`src/rtl/des_pkg.sv`:
```
// DES key-schedule constants: PC-1/PC-2 tables, rotation schedule, widths,
// and the controller FSM encoding.
package des_pkg;

   localparam int KEY_W    = 64;
   localparam int CD_W     = 56;
   localparam int HALF_W   = 28;
   localparam int SUBKEY_W = 48;
   localparam int ROUNDS   = 16;

   typedef logic [1:0] state_t;

   localparam state_t ST_IDLE  = 2'd0;
   localparam state_t ST_GEN   = 2'd1;
   localparam state_t ST_READY = 2'd2;

   // Entries are 1-based bit positions, bit 1 = MSB.
   localparam int PC1 [CD_W] = '{
      57, 49, 41, 33, 25, 17,  9,
       1, 58, 50, 42, 34, 26, 18,
      10,  2, 59, 51, 43, 35, 27,
      19, 11,  3, 60, 52, 44, 36,
      63, 55, 47, 39, 31, 23, 15,
       7, 62, 54, 46, 38, 30, 22,
      14,  6, 61, 53, 45, 37, 29,
      21, 13,  5, 28, 20, 12,  4
   };

   localparam int PC2 [SUBKEY_W] = '{
      14, 17, 11, 24,  1,  5,
       3, 28, 15,  6, 21, 10,
      23, 19, 12,  4, 26,  8,
      16,  7, 27, 20, 13,  2,
      41, 52, 31, 37, 47, 55,
      30, 40, 51, 45, 33, 48,
      44, 49, 39, 56, 34, 53,
      46, 42, 50, 36, 29, 32
   };

   localparam logic [1:0] SHIFTS [ROUNDS] = '{
      2'd1, 2'd1, 2'd2, 2'd2, 2'd2, 2'd2, 2'd2, 2'd2,
      2'd1, 2'd2, 2'd2, 2'd2, 2'd2, 2'd2, 2'd2, 2'd1
   };

   function automatic logic [1:HALF_W] rotl28(
      input logic [1:HALF_W] v,
      input logic [1:0]      n
   );
      case (n)
         2'd1:    return {v[2:HALF_W], v[1]};
         2'd2:    return {v[3:HALF_W], v[1:2]};
         default: return v;
      endcase
   endfunction

endpackage

```
`src/rtl/des_subkey_step.sv`:
```
// One key-schedule step: rotate both CD halves, then compress with PC-2.
// Purely combinational; the controller holds all state.
module des_subkey_step
   import des_pkg::*;
(
   input  logic [1:CD_W]     i_cd,
   input  logic [1:0]        i_shamt,
   output logic [1:CD_W]     o_cd,
   output logic [1:SUBKEY_W] o_subkey
);

   logic [1:CD_W]     w_cd;
   logic [1:SUBKEY_W] w_sub;

   assign w_cd = {rotl28(i_cd[1:HALF_W], i_shamt),
                  rotl28(i_cd[HALF_W+1:CD_W], i_shamt)};

   always_comb begin
      w_sub = '0;
      for (int i = 0; i < SUBKEY_W; i++)
         w_sub[i+1] = w_cd[PC2[i]];
   end

   assign o_cd     = w_cd;
   assign o_subkey = w_sub;

endmodule

```
`src/rtl/des_key_sched_ctrl.sv`:
```
// DES key-schedule controller: PC-1 load, 16-step subkey generation, read port.
// Define DES_KEY_PARITY_CHK_EN to build the odd-parity key checker.
module des_key_sched_ctrl
   import des_pkg::*;
#(
   parameter int OUT_REG = 1
) (
   input  logic              clk,
   input  logic              rst,
   input  logic              key_valid,
   output logic              key_ready,
   input  logic [1:KEY_W]    key_in,
   input  logic              decrypt,
   output logic              sched_busy,
   output logic              sched_done,
   output logic              keys_valid,
   input  logic              rd_en,
   input  logic [3:0]        rd_round,
   output logic [1:SUBKEY_W] rd_key,
   output logic              rd_vld,
   output logic              parity_err
);

   state_t            r_state;
   logic [1:CD_W]     r_cd;
   logic [3:0]        r_round;
   logic              r_dec;
   logic              r_done;
   logic [1:SUBKEY_W] r_buf [ROUNDS];

   logic [1:CD_W]     w_pc1;
   logic [1:CD_W]     w_cd_nxt;
   logic [1:SUBKEY_W] w_subkey;
   logic              w_accept;
   logic [3:0]        w_idx;
   logic              w_hit;
   logic [1:SUBKEY_W] w_rd_key;

   assign key_ready  = (r_state != ST_GEN);
   assign sched_busy = (r_state == ST_GEN);
   assign keys_valid = (r_state == ST_READY);
   assign sched_done = r_done;
   assign w_accept   = key_valid && key_ready;

   always_comb begin
      w_pc1 = '0;
      for (int i = 0; i < CD_W; i++)
         w_pc1[i+1] = key_in[PC1[i]];
   end

   des_subkey_step u_step (
      .i_cd     (r_cd),
      .i_shamt  (SHIFTS[r_round]),
      .o_cd     (w_cd_nxt),
      .o_subkey (w_subkey)
   );

   always_ff @(posedge clk) begin
      if (rst) begin
         r_state <= ST_IDLE;
         r_cd    <= '0;
         r_round <= '0;
         r_dec   <= 1'b0;
         r_done  <= 1'b0;
      end else begin
         r_done <= 1'b0;
         case (r_state)
            ST_IDLE, ST_READY: begin
               if (w_accept) begin
                  r_cd    <= w_pc1;
                  r_dec   <= decrypt;
                  r_round <= '0;
                  r_state <= ST_GEN;
               end
            end
            ST_GEN: begin
               r_cd    <= w_cd_nxt;
               r_round <= r_round + 4'd1;
               if (r_round == 4'd15) begin
                  r_state <= ST_READY;
                  r_done  <= 1'b1;
               end
            end
            default: r_state <= ST_IDLE;
         endcase
      end
   end

   // Subkey store has no reset; keys_valid gates every read.
   always_ff @(posedge clk) begin
      if (r_state == ST_GEN)
         r_buf[r_round] <= w_subkey;
   end

   assign w_idx    = r_dec ? (4'd15 - rd_round) : rd_round;
   assign w_hit    = rd_en && keys_valid;
   assign w_rd_key = w_hit ? r_buf[w_idx] : '0;

   generate
      if (OUT_REG != 0) begin : g_oreg
         logic [1:SUBKEY_W] r_rd_key;
         logic              r_rd_vld;

         always_ff @(posedge clk) begin
            if (rst) begin
               r_rd_key <= '0;
               r_rd_vld <= 1'b0;
            end else begin
               r_rd_key <= w_rd_key;
               r_rd_vld <= w_hit;
            end
         end

         assign rd_key = r_rd_key;
         assign rd_vld = r_rd_vld;
      end else begin : g_comb
         assign rd_key = w_rd_key;
         assign rd_vld = w_hit;
      end
   endgenerate

`ifdef DES_KEY_PARITY_CHK_EN
   logic r_parity_err;
   logic w_par_bad;

   // DES keys carry odd parity per byte; any even byte flags the key.
   always_comb begin
      w_par_bad = 1'b0;
      for (int b = 0; b < KEY_W / 8; b++)
         w_par_bad = w_par_bad | ~(^key_in[8*b+1 +: 8]);
   end

   always_ff @(posedge clk) begin
      if (rst)
         r_parity_err <= 1'b0;
      else if (w_accept)
         r_parity_err <= w_par_bad;
   end

   assign parity_err = r_parity_err;
`else
   logic w_unused_par;

   assign w_unused_par = ^{key_in[8],  key_in[16], key_in[24], key_in[32],
                           key_in[40], key_in[48], key_in[56], key_in[64]};
   assign parity_err   = 1'b0;
`endif

endmodule

```
`config.mk`:
```
export PLATFORM = sky130hd
export DESIGN_NAME = des_key_sched_ctrl
export DESIGN_NICKNAME = d
export VERILOG_FILES = /design/src/rtl/des_pkg.sv /design/src/rtl/des_subkey_step.sv /design/src/rtl/des_key_sched_ctrl.sv
export SDC_FILE = /design/constraint.sdc
export NUM_CORES = 1
export LEC_CHECK = 0
export ABC_AREA = 1
export CAP_MARGIN = 20
export CORE_ASPECT_RATIO = 1.1
export CORE_MARGIN = 1.5
export CORE_UTILIZATION = 45
export CTS_CLUSTER_DIAMETER = 200
export DETAILED_ROUTE_END_ITERATION = 10
export REMOVE_ABC_BUFFERS = 1
export SLEW_MARGIN = 20
export SYNTH_ARGS = -nofsm -noshare
export SYNTH_HDL_FRONTEND = slang
export SYNTH_SLANG_ARGS = --single-unit
```
`constraint.sdc`:
```
create_clock -name clk -period 7.3 [get_ports clk]
set_clock_uncertainty 0.1 [all_clocks]
set_input_delay 1.46 -clock clk [delete_from_list [all_inputs] [get_ports clk]]
set_output_delay 1.46 -clock clk [all_outputs]
set_load 0.02 [all_outputs]
```
==> run summary, run 1 <==
status: complete, no violations
Boundary Pins: 127
Max Fclk: 218 MHz
Die Width: 280 µm
pwr/cell area: 264 nW/µm²
worst path cell trace: clkdlybuf4s50_1, inv_1, nand2_1, nand2_4, inv_6, buf_4, nand3_1, nand3_1, nand3_1, a21oi_1
Final Hold Fails: 0
P_sw: 2.82 mW
mean post-synth cell area: 10.1 µm²
Hold WS: 0.390 ns
post-synth cell types: 26
share of layout cells above drive strength 1: 6.80%
synthesized cell area: 38000 µm²
die area: 86300 µm²
CP Data Required Time: 7.70 ns
commonest cells after routing, fill and taps aside: 866 x nand3_1, 783 x inv_1, 768 x edfxtp_1, 726 x nand2_1, 116 x clkdlybuf4s50_1
max-slew violations: 0
nets: 3927
critical path type: in -> reg
hold_buf cts: 0
yosys warns: 0
postcts setup bufs: 0
clk sinks: 881
Clk Latency, worst-skew pair: 0.66 ns
hold path endpoint: r_cd[17]
WP data arrival: 4.98 ns
clock buffer count from CTS: 89
post-synthesis sequential area ratio: 66.6%
top cells by area, synth: edfxtp_1 61%, nand3_1 11%, inv_1 7.7%, nand2_1 7.2%, dfxtp_1 5.9%
CP max-delay cell: inv_6
CTS tree: built
commonest non-fill, non-tap cell in the layout: nand3_1
combinational share of power: 10.4%
I/O Buffers: 117
Hold Crit Start: r_cd[17]
core box area: 83500 µm²
CTS Root Cell: clkbuf_16
crit-path leading delay family: buffers and inverters
Seq pwr share: 49.0%
worst-case reg-to-reg path depth: 9
Slew @ Worst Pin: 1.17 ns
Synth Register Bits: 881
hold path cells: 2
number of synthesized flops with an enable pin: 768
Initial Utilization: 45.6%
post-DR vias/cell: 5.23
largest net degree at the start of global routing: 109
post_cts resized: 0
Max clock buf depth: 3
Hold Path Class: reg -> reg
ys async rst share: 0%
Setup-failing EPs final: 0
CP startpoint kind: input pin
Critical Path End Type: flip-flop
share of the synthesized area in the top cell type: 60.7%
Cells after Synth: 3781
most used cell, CP: nand3_1
RR Startpoint: r_dec
CP Buf/Inv Count: 4
Switching Fraction: 24.6%
DRT iter0 DRCs: 2802
Cell Count, Final, Fillers Out: 5056
Largest stage delay, worst path: 0.94 ns
Final ANT Viol Nets: 0
internal power: 8.65 mW
Via Count: 26400
maximum fanout along the worst path: 94
first-pass iteration count of the detailed router: 6
Pleak: 18.0 nW
DRT Wirelength: 106 mm
H-tree depth reported by CTS: 3
Slew Limit Headroom: 21.9%
Post-synth top flop: edfxtp_1
first-pass GRT wire length: 156 mm
GR Util All Layers: 24.5%
number of remaining DRC errors: 0
HPWL after detailed placement: 53.7 mm
row cnt: 111
Max Cap Violations: 0
final critical-path required period: 4.58 ns
final period utilization: 62.7%
Avg WL per Cell: 20.9 µm
internal reg-to-reg setup slack: 3.05 ns
RSZ-0062 raised after global routing: no
number of antenna violations at the first check in global routing: 3
vias in the first global route: 24700
Cells after DPL: 4889
die height: 308 µm
synth-to-layout area growth: 14.5%
reg2reg end: rd_key[2]
Final GP Congestion: 0.770
clock share of power: 40.7%
Setup TNS: 0 ns
GRT overflow: 0
VDD IR-drop max: 0.190 mV
leading area contributor after synthesis: edfxtp_1
Post-Route Utilization: 52.2%
Clock Pin Slew Worst Setup and Hold Paths: 0.06 ns
-- stage by stage --
step / cell area, µm² / power, mW / setup slack, ns
floorplan: 37000 / 6.49 / -4.96
global placement: 40500 / 6.89 / 2.04
detailed placement: 40500 / 6.90 / 2.03
CTS: 43500 / 11.5 / 2.70
global route: 43500 / 11.8 / 2.52
finish: 43500 / 11.5 / 2.72
-- worst max path at each step --
stage	slack [ns]	cells after the start	endpoint	startpoint
3_3_place_gp	2.04	10	rd_key[2]	rd_round[1]
6_report	2.72	10	rd_key[2]	rd_round[1]
2_1_floorplan	-4.96	7	rd_key[10]	rd_round[0]
3_5_place_dp	2.03	11	rd_key[37]	rd_round[0]
5_1_grt	2.52	11	rd_key[37]	rd_round[0]
4_1_cts	2.70	11	rd_key[37]	rd_round[0]
-- cell type report --
cell class              count  area [µm²]
fillers                  7248       39900
flip-flops and latches    881       25300
multi-input cells        1884        8970
inverters                 788        2970
clock buffers             134        2670
repair buffers            206        1880
well taps                1130        1410
clock inverters            32         322
diodes                      1        2.50
-- power by group through the flow --
stage	combinational, mW	clock, mW	sequential [mW]
CTS	1.18	4.73	5.62
finish	1.19	4.67	5.62
detailed placement	1.18	0	5.73
global placement	1.16	0	5.72
global route	1.30	4.91	5.62
floorplan	0.765	0	5.72
-- flip-flops by register name (all words and copies together), names as in the netlist --
signal	cells
r_dec	1
sched_done	1
r_round	4
rd_key	48
r_buf	768
r_cd	56
r_state	2
rd_vld	1
-- per-layer routing --
metal	part of all wire [%]	track usage [%]	routed length (µm)	up-vias
li1	-	-	-	12500
met1	42	33.9	44600	12600
met2	46	39.1	48500	1129
met3	9.2	4.57	9720	166
met4	2.6	7.94	2730	0
met5	0	0	0	-
-- worst register-to-register path, stage by stage, from the launching register on --
cell and delay, ns:
dfxtp_1 0.83, inv_2 0.22, nand2_1 0.17, nand2_4 0.47
inv_6 0.95, buf_4 0.61, nand3_1 0.16, nand3_1 0.11
nand3_1 0.08, a21oi_1 0.39
-- synth_stat cells (29+ instances only) --
master and n:
nand3b_1 48, dfxtp_1 113, inv_1 785, o21ai_0 72, nand2_1 732, edfxtp_1 768, a21oi_1 79, a31oi_1 43
buf_2 99, clkbuf_1 97, nand3_1 867, nor2_1 29
-- cells by family after synthesis --
logic type                 synth area share [%]
adders and majority gates                 0.132
AOI/OAI and AO/OA                          2.80
DFF                                        66.6
buffers and inverters                      10.4
other                                   0.00986
and+or+nand+nor                            19.9
xor gates and xnor gates                 0.0954
Note: power is estimated with default switching activity, not from simulation.
==> inputs of run 2 (changes only) <==
- clock period: 7.3 -> 4 ns (I/O delays scaled with it)
==> run 2 against run 1 <==
Against the previous run: power grew 84%; clock power grew 83%; register-to-register slack lost 2.1 ns.
==> run summary, run 2 (synthesis gave the netlist of run 1 again) <==
status: complete, no violations
Cells after DPL: 4934
commonest non-fill, non-tap cell in the layout: nand3_1
row cnt: 111
post-route cell area: 44200 µm²
CTS tree: built
RR Startpoint: r_state[0]
first-pass iteration count of the detailed router: 8
clock buffer count from CTS: 91
GRT overflow: 0
fill count: 7271
Clk Latency, worst-skew pair: 0.66 ns
nets: 3975
Slew Limit Headroom: 26.1%
HPWL after detailed placement: 57.3 mm
maximum fanout along the worst path: 12
Final GP Congestion: 0.805
DRT Wirelength: 106 mm
max-slew violations: 0
worst-case reg-to-reg path depth: 5
Final ANT Viol Nets: 0
first-pass GRT wire length: 158 mm
CP endpoint: sched_busy
Largest register FFs: 768
Largest stage delay, worst path: 0.64 ns
commonest cells after routing, fill and taps aside: 866 x nand3_1, 783 x inv_1, 768 x edfxtp_1, 726 x nand2_1, 116 x clkdlybuf4s50_1
final period utilization: 88.1%
Hold Path Class: reg -> reg
clk sinks: 881
RSZ-0062 raised after global routing: no
post-DR vias/cell: 5.26
CP max-delay cell: clkdlybuf4s50_1
die area: 86300 µm²
critical path type: reg -> out
CP Buf/Inv Count: 3
Slew @ Worst Pin: 1.10 ns
CP startpoint: r_state[0]
WP data arrival: 2.63 ns
postcts setup bufs: 0
Max Cap Violations: 0
core box area: 83500 µm²
number of remaining DRC errors: 0
vias in the first global route: 25100
CP startpoint kind: flip-flop
synth-to-layout area growth: 16.3%
CP Data Required Time: 3.10 ns
GR Util All Layers: 24.6%
share of layout cells above drive strength 1: 7.77%
placed instance area: 41200 µm²
Die Width: 280 µm
Most flops, register: r_buf
largest net degree at the start of global routing: 129
Crit path depth: 4
Avg WL per Cell: 20.7 µm
pwr/cell area: 477 nW/µm²
Setup-failing EPs final: 0
Boundary Pins: 127
Clock Pin Slew Worst Setup and Hold Paths: 0.06 ns
H-tree depth reported by CTS: 3
reg2reg end: r_buf[6][28]
VDD IR-drop max: 0.288 mV
Via Count: 26900
I/O Buffers: 117
CTS Root Cell: clkbuf_16
internal reg-to-reg setup slack: 0.94 ns
post_cts resized: 0
Pleak: 18.3 nW
final critical-path required period: 3.53 ns
Pwr Total: 21.1 mW
Critical Path End Type: primary output
hold_buf cts: 0
worst path cell trace: inv_1, nor2_4, buf_4, clkdlybuf4s50_1
DRT iter0 DRCs: 2766
die height: 308 µm
Initial Utilization: 45.6%
Final Hold Fails: 0
crit-path leading delay family: buffers and inverters
Max Fclk: 284 MHz
Cell Count, Final, Fillers Out: 5108
number of antenna violations at the first check in global routing: 0
Post-Route Utilization: 53.0%
Max clock buf depth: 3
-- run 2: changes by cell type in the layout (fill, tap and decap cells not counted), sizes merged --
cell / delta
buf: +45
bufinv: +2
clkbuf: -3
clkinv: +13
clkinvlp: -1
inv: -4
-- run 2: how the worst min path moves through the flow --
stage | from | end | cells after the start
after global routing | r_cd[36] | r_cd[36] | 2
after global placement | r_cd[42] | r_cd[42] | 2
after CTS | r_cd[36] | r_cd[36] | 2
final | r_cd[36] | r_cd[36] | 2
after detailed placement | r_cd[36] | r_cd[36] | 2
after floorplan | r_cd[10] | r_cd[10] | 2
-- run 2: worst min-delay path: stages, from the launching register on --
cell     delay, ns
dfxtp_1       0.31
nand2_1       0.06
a31oi_1       0.06
-- run 2: area by class of cell --
cell class | instances | area [µm²] | share of cell area (%)
Multi-Input combinational cell | 1884 | 8940 | 20.2
Inverter | 788 | 2970 | 6.71
Clock inverter | 42 | 442 | 0.999
Clock buffer | 130 | 2580 | 5.83
Tap cell | 1130 | 1410 | 3.20
Sequential cell | 881 | 25300 | 57.3
Antenna cell | 1 | 2.50 | 0.00566
Timing Repair Buffer | 252 | 2540 | 5.75
-- run 2: per-stage QoR --
stage | hold WS (ns) | setup WS [ns] | setup TNS [ns]
2_1_floorplan | 0.353 | -7.60 | -1532.43
3_3_place_gp | 0.374 | 0.689 | 0
3_5_place_dp | 0.377 | 0.665 | 0
4_1_cts | 0.386 | 0.512 | 0
5_1_grt | 0.406 | 0.430 | 0
6_report | 0.385 | 0.474 | 0
-- run 2: where the power goes --
group	total (mW)	internal, mW	leakage, nW	switching (mW)
combinational	2.26	0.672	8.85	1.59
clock	8.55	5.01	1.49	3.54
sequential	10.3	10.2	8.00	0.0583
-- run 2: per-layer routing --
layer	GRT usage (%)	part of all wire, %
met5	0	0
met4	7.64	2.3
met3	3.19	7.9
met2	39.1	47
met1	35.3	43
